==> src/rtl/name_entry_pkg.sv <==
// rtl/name_entry_pkg.sv - scan-code constants, FSM encoding and name-char lookup for name entry
package name_entry_pkg;

  localparam logic [7:0] SC_BREAK = 8'hF0;
  localparam logic [7:0] SC_EXT   = 8'hE0;
  localparam logic [7:0] SC_ENTER = 8'h5A;
  localparam logic [7:0] SC_BKSP  = 8'h66;
  localparam logic [7:0] SC_SPACE = 8'h29;

  typedef enum logic [1:0] {
    IDLE     = 2'd0,
    WAIT_KEY = 2'd1,
    DRAW     = 2'd2,
    DONE     = 2'd3
  } state_t;

  // Set-2 make codes for A-Z plus space
  function automatic logic is_name_char(input logic [7:0] code);
    case (code)
      8'h1C, 8'h32, 8'h21, 8'h23, 8'h24, 8'h2B, 8'h34, 8'h33, 8'h43,
      8'h3B, 8'h42, 8'h4B, 8'h3A, 8'h31, 8'h44, 8'h4D, 8'h15, 8'h2D,
      8'h1B, 8'h2C, 8'h3C, 8'h2A, 8'h1D, 8'h22, 8'h35, 8'h1A,
      SC_SPACE: is_name_char = 1'b1;
      default:  is_name_char = 1'b0;
    endcase
  endfunction

endpackage

==> src/rtl/ps2_prefix_filter.sv <==
// rtl/ps2_prefix_filter.sv - strips F0/E0 prefixed sequences, emits plain make codes
module ps2_prefix_filter
  import name_entry_pkg::*;
(
  input  logic       clk,
  input  logic       reset,
  input  logic       clr,
  input  logic [7:0] scan_data,
  input  logic       scan_valid,
  output logic       make_valid,
  output logic [7:0] make_code
);

  logic brk;
  logic ext;
  logic is_prefix;

  assign is_prefix  = (scan_data == SC_BREAK) || (scan_data == SC_EXT);
  assign make_valid = scan_valid && !is_prefix && !brk && !ext;
  assign make_code  = scan_data;

  // The byte after any prefix is consumed here and clears both flags
  always_ff @(posedge clk or posedge reset) begin
    if (reset) begin
      brk <= 1'b0;
      ext <= 1'b0;
    end else if (clr) begin
      brk <= 1'b0;
      ext <= 1'b0;
    end else if (scan_valid) begin
      if (scan_data == SC_BREAK) begin
        brk <= 1'b1;
      end else if (scan_data == SC_EXT) begin
        ext <= 1'b1;
      end else begin
        brk <= 1'b0;
        ext <= 1'b0;
      end
    end
  end

endmodule

==> src/rtl/name_entry_ctrl.sv <==
// rtl/name_entry_ctrl.sv - high-score name entry FSM and character buffer fed by PS/2 make codes
module name_entry_ctrl
  import name_entry_pkg::*;
#(
  parameter int         MAX_LEN    = 5,
  parameter int         LEN_W      = 3,
  parameter logic [7:0] ENTER_CODE = SC_ENTER,
  parameter logic [7:0] BKSP_CODE  = SC_BKSP
) (
  input  logic                 CLOCK_50,
  input  logic                 reset,
  input  logic                 go,
  input  logic [7:0]           scan_data,
  input  logic                 scan_valid,
  input  logic                 draw_ack,
  output logic                 draw_req,
  output logic [8*MAX_LEN-1:0] name_flat,
  output logic [LEN_W-1:0]     len,
  output logic                 entry_done
);

  state_t     state;
  state_t     next_state;
  logic       make_valid;
  logic [7:0] make_code;
  logic       op_add;
  logic       op_del;

  ps2_prefix_filter u_filter (
    .clk        (CLOCK_50),
    .reset      (reset),
    .clr        (go),
    .scan_data  (scan_data),
    .scan_valid (scan_valid),
    .make_valid (make_valid),
    .make_code  (make_code)
  );

  always_ff @(posedge CLOCK_50 or posedge reset) begin
    if (reset) state <= IDLE;
    else       state <= next_state;
  end

  // go overrides every other event in every state
  always_comb begin
    next_state = state;
    op_add     = 1'b0;
    op_del     = 1'b0;
    if (go) begin
      next_state = WAIT_KEY;
    end else begin
      case (state)
        WAIT_KEY: begin
          if (make_valid) begin
            if (make_code == ENTER_CODE) begin
              if (len != '0) next_state = DONE;
            end else if (make_code == BKSP_CODE) begin
              if (len != '0) begin
                op_del     = 1'b1;
                next_state = DRAW;
              end
            end else if (is_name_char(make_code) && (len < LEN_W'(MAX_LEN))) begin
              op_add     = 1'b1;
              next_state = DRAW;
            end
          end
        end
        DRAW:    if (draw_ack) next_state = WAIT_KEY;
        default: next_state = state;
      endcase
    end
  end

  always_comb begin
    entry_done = (state == DONE);
  end

  // draw_req trails the buffer write by one cycle so the drawer sees settled data
  always_ff @(posedge CLOCK_50 or posedge reset) begin
    if (reset) begin
      name_flat <= '0;
      len       <= '0;
      draw_req  <= 1'b0;
    end else if (go) begin
      name_flat <= '0;
      len       <= '0;
      draw_req  <= 1'b0;
    end else begin
      draw_req <= (state == DRAW) && !draw_ack;
      for (int k = 0; k < MAX_LEN; k++) begin
        if (op_add && (len == LEN_W'(k)))   name_flat[8*k +: 8] <= make_code;
        if (op_del && (len == LEN_W'(k+1))) name_flat[8*k +: 8] <= 8'h00;
      end
      if (op_add)      len <= len + 1'b1;
      else if (op_del) len <= len - 1'b1;
    end
  end

endmodule

==> config.mk <==
export PLATFORM = sky130hd
export DESIGN_NAME = name_entry_ctrl
export DESIGN_NICKNAME = d
export VERILOG_FILES = /design/src/rtl/name_entry_pkg.sv /design/src/rtl/ps2_prefix_filter.sv /design/src/rtl/name_entry_ctrl.sv
export SDC_FILE = /design/constraint.sdc
export NUM_CORES = 1
export LEC_CHECK = 0
export CAP_MARGIN = 20
export CORE_MARGIN = 3
export CORE_UTILIZATION = 53
export CTS_CLUSTER_SIZE = 28
export DETAILED_ROUTE_END_ITERATION = 12
export GPL_TIMING_DRIVEN = 0
export PLACE_DENSITY_LB_ADDON = 0.3
export SKIP_CTS_REPAIR_TIMING = 1
export SLEW_MARGIN = 40
export SYNTH_ARGS = -nofsm -noshare
export SYNTH_HDL_FRONTEND = slang
export SYNTH_SLANG_ARGS = --single-unit
==> constraint.sdc <==
create_clock -name CLOCK_50 -period 4 [get_ports CLOCK_50]
set_input_delay 0.8 -clock CLOCK_50 [delete_from_list [all_inputs] [get_ports CLOCK_50]]
set_output_delay 0.8 -clock CLOCK_50 [all_outputs]
set_load 0.01 [all_outputs]
==> impl_metrics.tcl, run 1 <==
set metrics [dict create \
    setup_viol 0 \
    wl_per_cell_um 15.9 \
    fillers 293 \
    min_period_ns 3.15 \
    cts-htree-levels 2 \
    globalRouteMet2Util_pct 38.3 \
    ys_top_cells_by_area "dfrtp_1 (50%), mux2i_1 (7.1%), nand3_1 (4.2%), nor2_1 (3.6%), o21ai_0 (3.5%)" \
    worst_hold_path_type "flop to flop" \
    yosysSeqAreaShare_pct 50.1 \
    syn_area_per_cell_um2 9.72 \
    cts-root-buf "clkbuf_8" \
    ios 58 \
    port_buffers 53 \
    grt_pass1_wl_um 9830 \
    grt_max_degree 28 \
    synth_nets 266 \
    die-area_um2 5370 \
    end_kind "flop" \
    synth_top_cell_area_share_pct 50.1 \
    placed_cell_area_um2 3020 \
    fin_setup_tns_ns 0 \
    gp_congestion 0.856 \
    synth_edf_count 0 \
    cap_violations 0 \
    routed_wl_um 5690 \
    syn_inst 247 \
    ys_ff_latch 48 \
    grt_util_all_layers_pct 23.7 \
    dp_slack_ns 0.588 \
    die_w_um 73.3 \
    first_iter_violations 180 \
    critPathRequiredTime_ns 4.18 \
    worstSetupPathType "primary input to flop" \
    cp.arrival_ns 3.33 \
    syn2layout_area_growth_pct 29.5 \
    routed_via_density 5.74 \
    drv_slew 0 \
    numCtsBuffers 5 \
    finalCritPeriodShare_pct 78.7 \
    rsz0062_at_grt "no" \
    grt-ovfl-total 0 \
    grt_pass1_vias 2122 \
    p_leak_uw 0.00138 \
    start_kind "primary input" \
    worstMarginPinSlew_ns 0.704 \
    fin_cells 358 \
    antenna_found_initial 0 \
    clk_latency_ns 0.29 \
    finalHoldViolations 0 \
    drc 0 \
    core_area_um2 4170 \
    design_area_um2 3110 \
    async_flop_share_pct 100 \
    antenna_cells 0 \
    synth_top_cell_by_area "dfrtp_1" \
    yosys-top-cells-count "dfrtp_1 (48), nor2_1 (23), nand2_1 (21), nand3_1 (20)" \
    dr.pass1.iters 4 \
    worstPathMaxFanout 10 \
    vias 2056 \
    use_met3_pct 8.07 \
    synth_most_common_cell "dfrtp_1" \
    skew_ns 0.00666 \
    finalNetCount 327 \
    clk_pin_slew_ns 0.08 \
    ys.flop_type "dfrtp_1" \
    yosysUniqueCellTypes 40 \
    rows 23 \
    netlist_area_um2 2400 \
    outcome "completed" \
    cts_sinks 48 \
    clock_path_buffers 2 \
    relSlewSlack_pct 52.5 \
    met1_usage_pct 30.3 \
    fmax_ghz 0.318 \
    ant_nets 0 \
    grt_busiest_layer "met2" \
    start_util_pct 57.5 \
    cts_tree "yes" \
    dp.cells 351 \
    drive_above_1_share_pct 7.47 \
    die_h_um 73.3 \
    final.setup.worst_slack_ns 0.851 \
    p_per_area_nw_per_um2 309 \
    r2r_slack_ns 1.47 \
    dpl.hpwl_um 4200 \
    vdd_drop_max_uv 246 \
    synth_warnings 0 \
]
[worst max-delay path: stages]
cell             delay (ns)
clkdlybuf4s50_1        0.48
clkbuf_1               0.35
nor2b_1                0.33
nand4b_1               0.23
nor2_1                 0.48
a31oi_1                0.37
nand3_1                0.19
o21ai_0                0.10
[layer usage]
layer / up-vias / wire length, µm
met4: 0 / 64
met5: - / 0
met1: 988 / 2430
li1: 982 / -
met3: 10 / 495
met2: 76 / 2700
[path summary, 6_finish.rpt]
| check | start | end | cells after the start |
|---|---|---|---|
| setup / recovery | scan_data[2] | name_flat[11] | 8 |
| hold / removal | name_flat[2] | name_flat[2] | 2 |
| setup reg to reg | len[0] | name_flat[11] | 8 |
| hold reg to reg | name_flat[2] | name_flat[2] | 2 |
| max in group asynchronous | reset | len[1] | 3 |
| min in group asynchronous | reset | name_flat[11] | 2 |
[layout make-up]
cell class	count	area [µm²]	share of cell area (%)
multi-input combinational	174	1080	34.8
inverter	9	36.3	1.17
buffer	16	82.6	2.66
tap	50	62.6	2.01
sequential	48	1200	38.7
clock buffer	6	82.6	2.66
timing repair buffer	54	551	17.7
clock inverter	1	8.76	0.282
[flip-flops by register name, summed over array words and instances (netlist names)]
name          cells
draw_req          1
len               3
name_flat        40
state             2
u_filter.brk      1
u_filter.ext      1
[cell usage in the layout (no fill, tap or decap), drive strengths merged, types with 2 or more instances in the layout]
cell type and instances:
clkdlybuf4s50 53, dfrtp 48, nor2 23, nand2 21, nand3 21, o21ai 17
mux2i 17, clkbuf 14, a21oi 10, inv 9, buf 9, nor3 8
nor2b 7, nand2b 7, ha 6, a211oi 5, and3 4, a31oi 3
and2 3, o311ai 2, and4 2, nor3b 2, a31o 2
[cell families (layout without fill, tap and decap cells)]
kind of cell	Yosys count	count (layout)	share of synthesized area [%]
and+or+nand+nor	103	103	22.2
muxes	18	18	7.56
adders and majority gates	6	6	3.13
buffers and inverters	25	86	4.85
xor gates and xnor gates	1	1	0.365
DFF	48	48	50.1
AOI/OAI and AO/OA	46	46	11.9
[power breakdown]
group	leakage (µW)	internal (µW)	switching (µW)
registers	0.000665	499	11.8
logic	0.000665	70.8	90.1
clock network	0.0000473	138	152
total	0.00138	707	254
[through the flow]
step	utilization (%)	total power [µW]	hold slack, ns
global placement	71.7	674	0.481
global route	74.5	1010	0.528
floorplan	-	623	0.501
finish	74.5	961	0.501
CTS	74.5	968	0.508
detailed placement	72.3	680	0.490
No activity file was read; power rests on OpenSTA's default activity.
==> run 2, diff against run 1 <==
--- a/config.mk
+++ b/config.mk
@@ -7,7 +7,7 @@
 export LEC_CHECK = 0
 export CAP_MARGIN = 20
 export CORE_MARGIN = 3
-export CORE_UTILIZATION = 53
+export CORE_UTILIZATION = 49
 export CTS_CLUSTER_SIZE = 28
 export DETAILED_ROUTE_END_ITERATION = 12
 export GPL_TIMING_DRIVEN = 0
==> constraint.sdc (replaced) <==
create_clock -name CLOCK_50 -period 3.2 [get_ports CLOCK_50]
set_input_delay 0.64 -clock CLOCK_50 [delete_from_list [all_inputs] [get_ports CLOCK_50]]
set_output_delay 0.64 -clock CLOCK_50 [all_outputs]
set_load 0.01 [all_outputs]
==> run 2 against run 1 <==
Compared with the run above: utilization fell by 5.4 points; largest cell class unchanged; largest power group unchanged; critical path type unchanged; power rose by 27%; cell count rose by 4.5%.
==> impl_metrics.tcl, run 2 (same netlist as run 1, synthesis figures left out) <==
set metrics [dict create \
    placed_cell_area_um2 3030 \
    gp_congestion 0.888 \
    die_h_um 76.0 \
    p_per_area_nw_per_um2 389 \
    start_kind "primary input" \
    worstPathMaxFanout 10 \
    worst-path-stages 8 \
    grt_max_degree 27 \
    reg2reg_depth 8 \
    drv_slew 0 \
    largest_reg_flops 40 \
    final_cell_mix "clkdlybuf4s50_1 (53), dfrtp_1 (48), nor2_1 (23)" \
    cts_sinks 48 \
    holdWs_ns 0.504 \
    path_cells "clkdlybuf4s50_1, clkbuf_1, nor3b_1, nand4b_1, nor2_1, a31oi_1, nand2_1, o21ai_0" \
    cts-root-buf "clkbuf_8" \
    first_iter_violations 132 \
    syn2layout_area_growth_pct 30.4 \
    antenna_found_initial 0 \
    end_kind "flop" \
    cp_num_buf_inv 2 \
    ant_nets 0 \
    final_common_cell "clkdlybuf4s50_1" \
    finalHoldViolations 0 \
    start_util_pct 52.9 \
    regMostFlops "name_flat" \
    worstMarginPinSlew_ns 0.680 \
    port_buffers 53 \
    min_from "name_flat[2]" \
    critical_path.top_delay_family "simple AND/OR/NAND/NOR gates" \
    numCtsBuffers 5 \
    startpoint "scan_data[5]" \
    ios 58 \
    worstSetupPathType "primary input to flop" \
    grt_util_all_layers_pct 20.6 \
    skew_ns 0.00877 \
    grt_pass1_vias 1990 \
    dpl.hpwl_um 4130 \
    cts_tree "yes" \
    cp_slowest_cell "clkdlybuf4s50_1" \
    min_period_ns 2.94 \
    clk_pin_slew_ns 0.09 \
    cap_violations 0 \
    worst_hold_path_type "flop to flop" \
    clk_latency_ns 0.30 \
    finalNetCount 327 \
    dr.pass1.iters 4 \
    r2r_slack_ns 0.70 \
    r2r_start "len[0]" \
    fmax_ghz 0.340 \
    finalPower_uw 1220 \
    critPathRequiredTime_ns 3.38 \
    routed_via_density 5.45 \
    outcome "completed" \
    finalCritPeriodShare_pct 91.8 \
    final_core_util_pct 69.0 \
    vdd_drop_max_uv 246 \
    rows 24 \
    core_area_um2 4530 \
    die-area_um2 5770 \
    rsz0062_at_grt "no" \
    cp-endpoint "name_flat[0]" \
    p_leak_uw 0.00138 \
    crit_path_max_incr_delay_ns 0.47 \
    grt-ovfl-total 0 \
    cp.arrival_ns 3.12 \
    cts-htree-levels 2 \
    wl_per_cell_um 15.2 \
    routed_wl_um 5680 \
    clock_path_buffers 2 \
    antenna_cells 0 \
    design_area_um2 3130 \
    grt_pass1_wl_um 9740 \
    setup_viol 0 \
    drc 0 \
    drive_above_1_share_pct 7.77 \
    top_regs "name_flat: 40 flops, len: 3 flops, state: 2 flops" \
    fillers 351 \
    die_w_um 76.0 \
    vias 2037 \
    relSlewSlack_pct 54.1 \
    rr_endpoint "name_flat[0]" \
]
[run 2: cell types whose count changed in the layout (fill, tap and decap cells not counted)]
| cell | change |
|---|---|
| clkinv_2 | +1 |
| clkinv_4 | -1 |
| inv_6 | +1 |
[run 2: routing by layer]
layer,part of all wire (%),vias up,GRT usage (%)
li1,-,983,-
met1,44,974,26.7
met2,48,73,34.5
met3,7.0,7,5.20
met4,0.90,0,5.62
met5,0,-,0
[run 2: worst register-to-register path, stage by stage, from the launching register on]
cell and delay (ns):
dfrtp_1 0.48, inv_1 0.13, ha_1 0.25, nor2b_1 0.17
nand4b_1 0.27, nor2_1 0.47, a31oi_1 0.35, nand2_1 0.19
o21ai_0 0.09
[run 2: worst min-delay path by stage]
stage | slack, ns | to | cells past startpoint
floorplan | 0.50 | state[1] | 1
global placement | 0.48 | name_flat[5] | 2
detailed placement | 0.49 | name_flat[17] | 2
CTS | 0.51 | name_flat[2] | 2
global route | 0.53 | name_flat[15] | 2
finish | 0.50 | name_flat[2] | 2
[run 2: metrics by stage]
step,TNS (ns),setup slack (ns),std cells
4_1_cts,0,0.299,374
3_5_place_dp,-0.0448,-0.0191,366
2_1_floorplan,0,0.896,247
5_1_grt,0,0.0773,374
6_report,0,0.262,374
3_3_place_gp,0,0.00749,365
[run 2: where the power goes]
part           internal [µW]  switching (µW)  leakage [µW]
Clock                    177             200     0.0000516
Combinational           88.4             113      0.000665
Sequential               623            14.7      0.000665
Total                    889             328       0.00138
[run 2: final cells by class]
type / count / area (µm²) / share of cell area, %
Sequential cell: 48 / 1200 / 38.4
Clock inverter: 2 / 13.8 / 0.440
Multi-Input combinational cell: 174 / 1080 / 34.6
Timing Repair Buffer: 54 / 551 / 17.6
Tap cell: 65 / 81.3 / 2.60
Inverter: 9 / 36.3 / 1.16
Buffer: 16 / 82.6 / 2.64
Clock buffer: 6 / 82.6 / 2.64
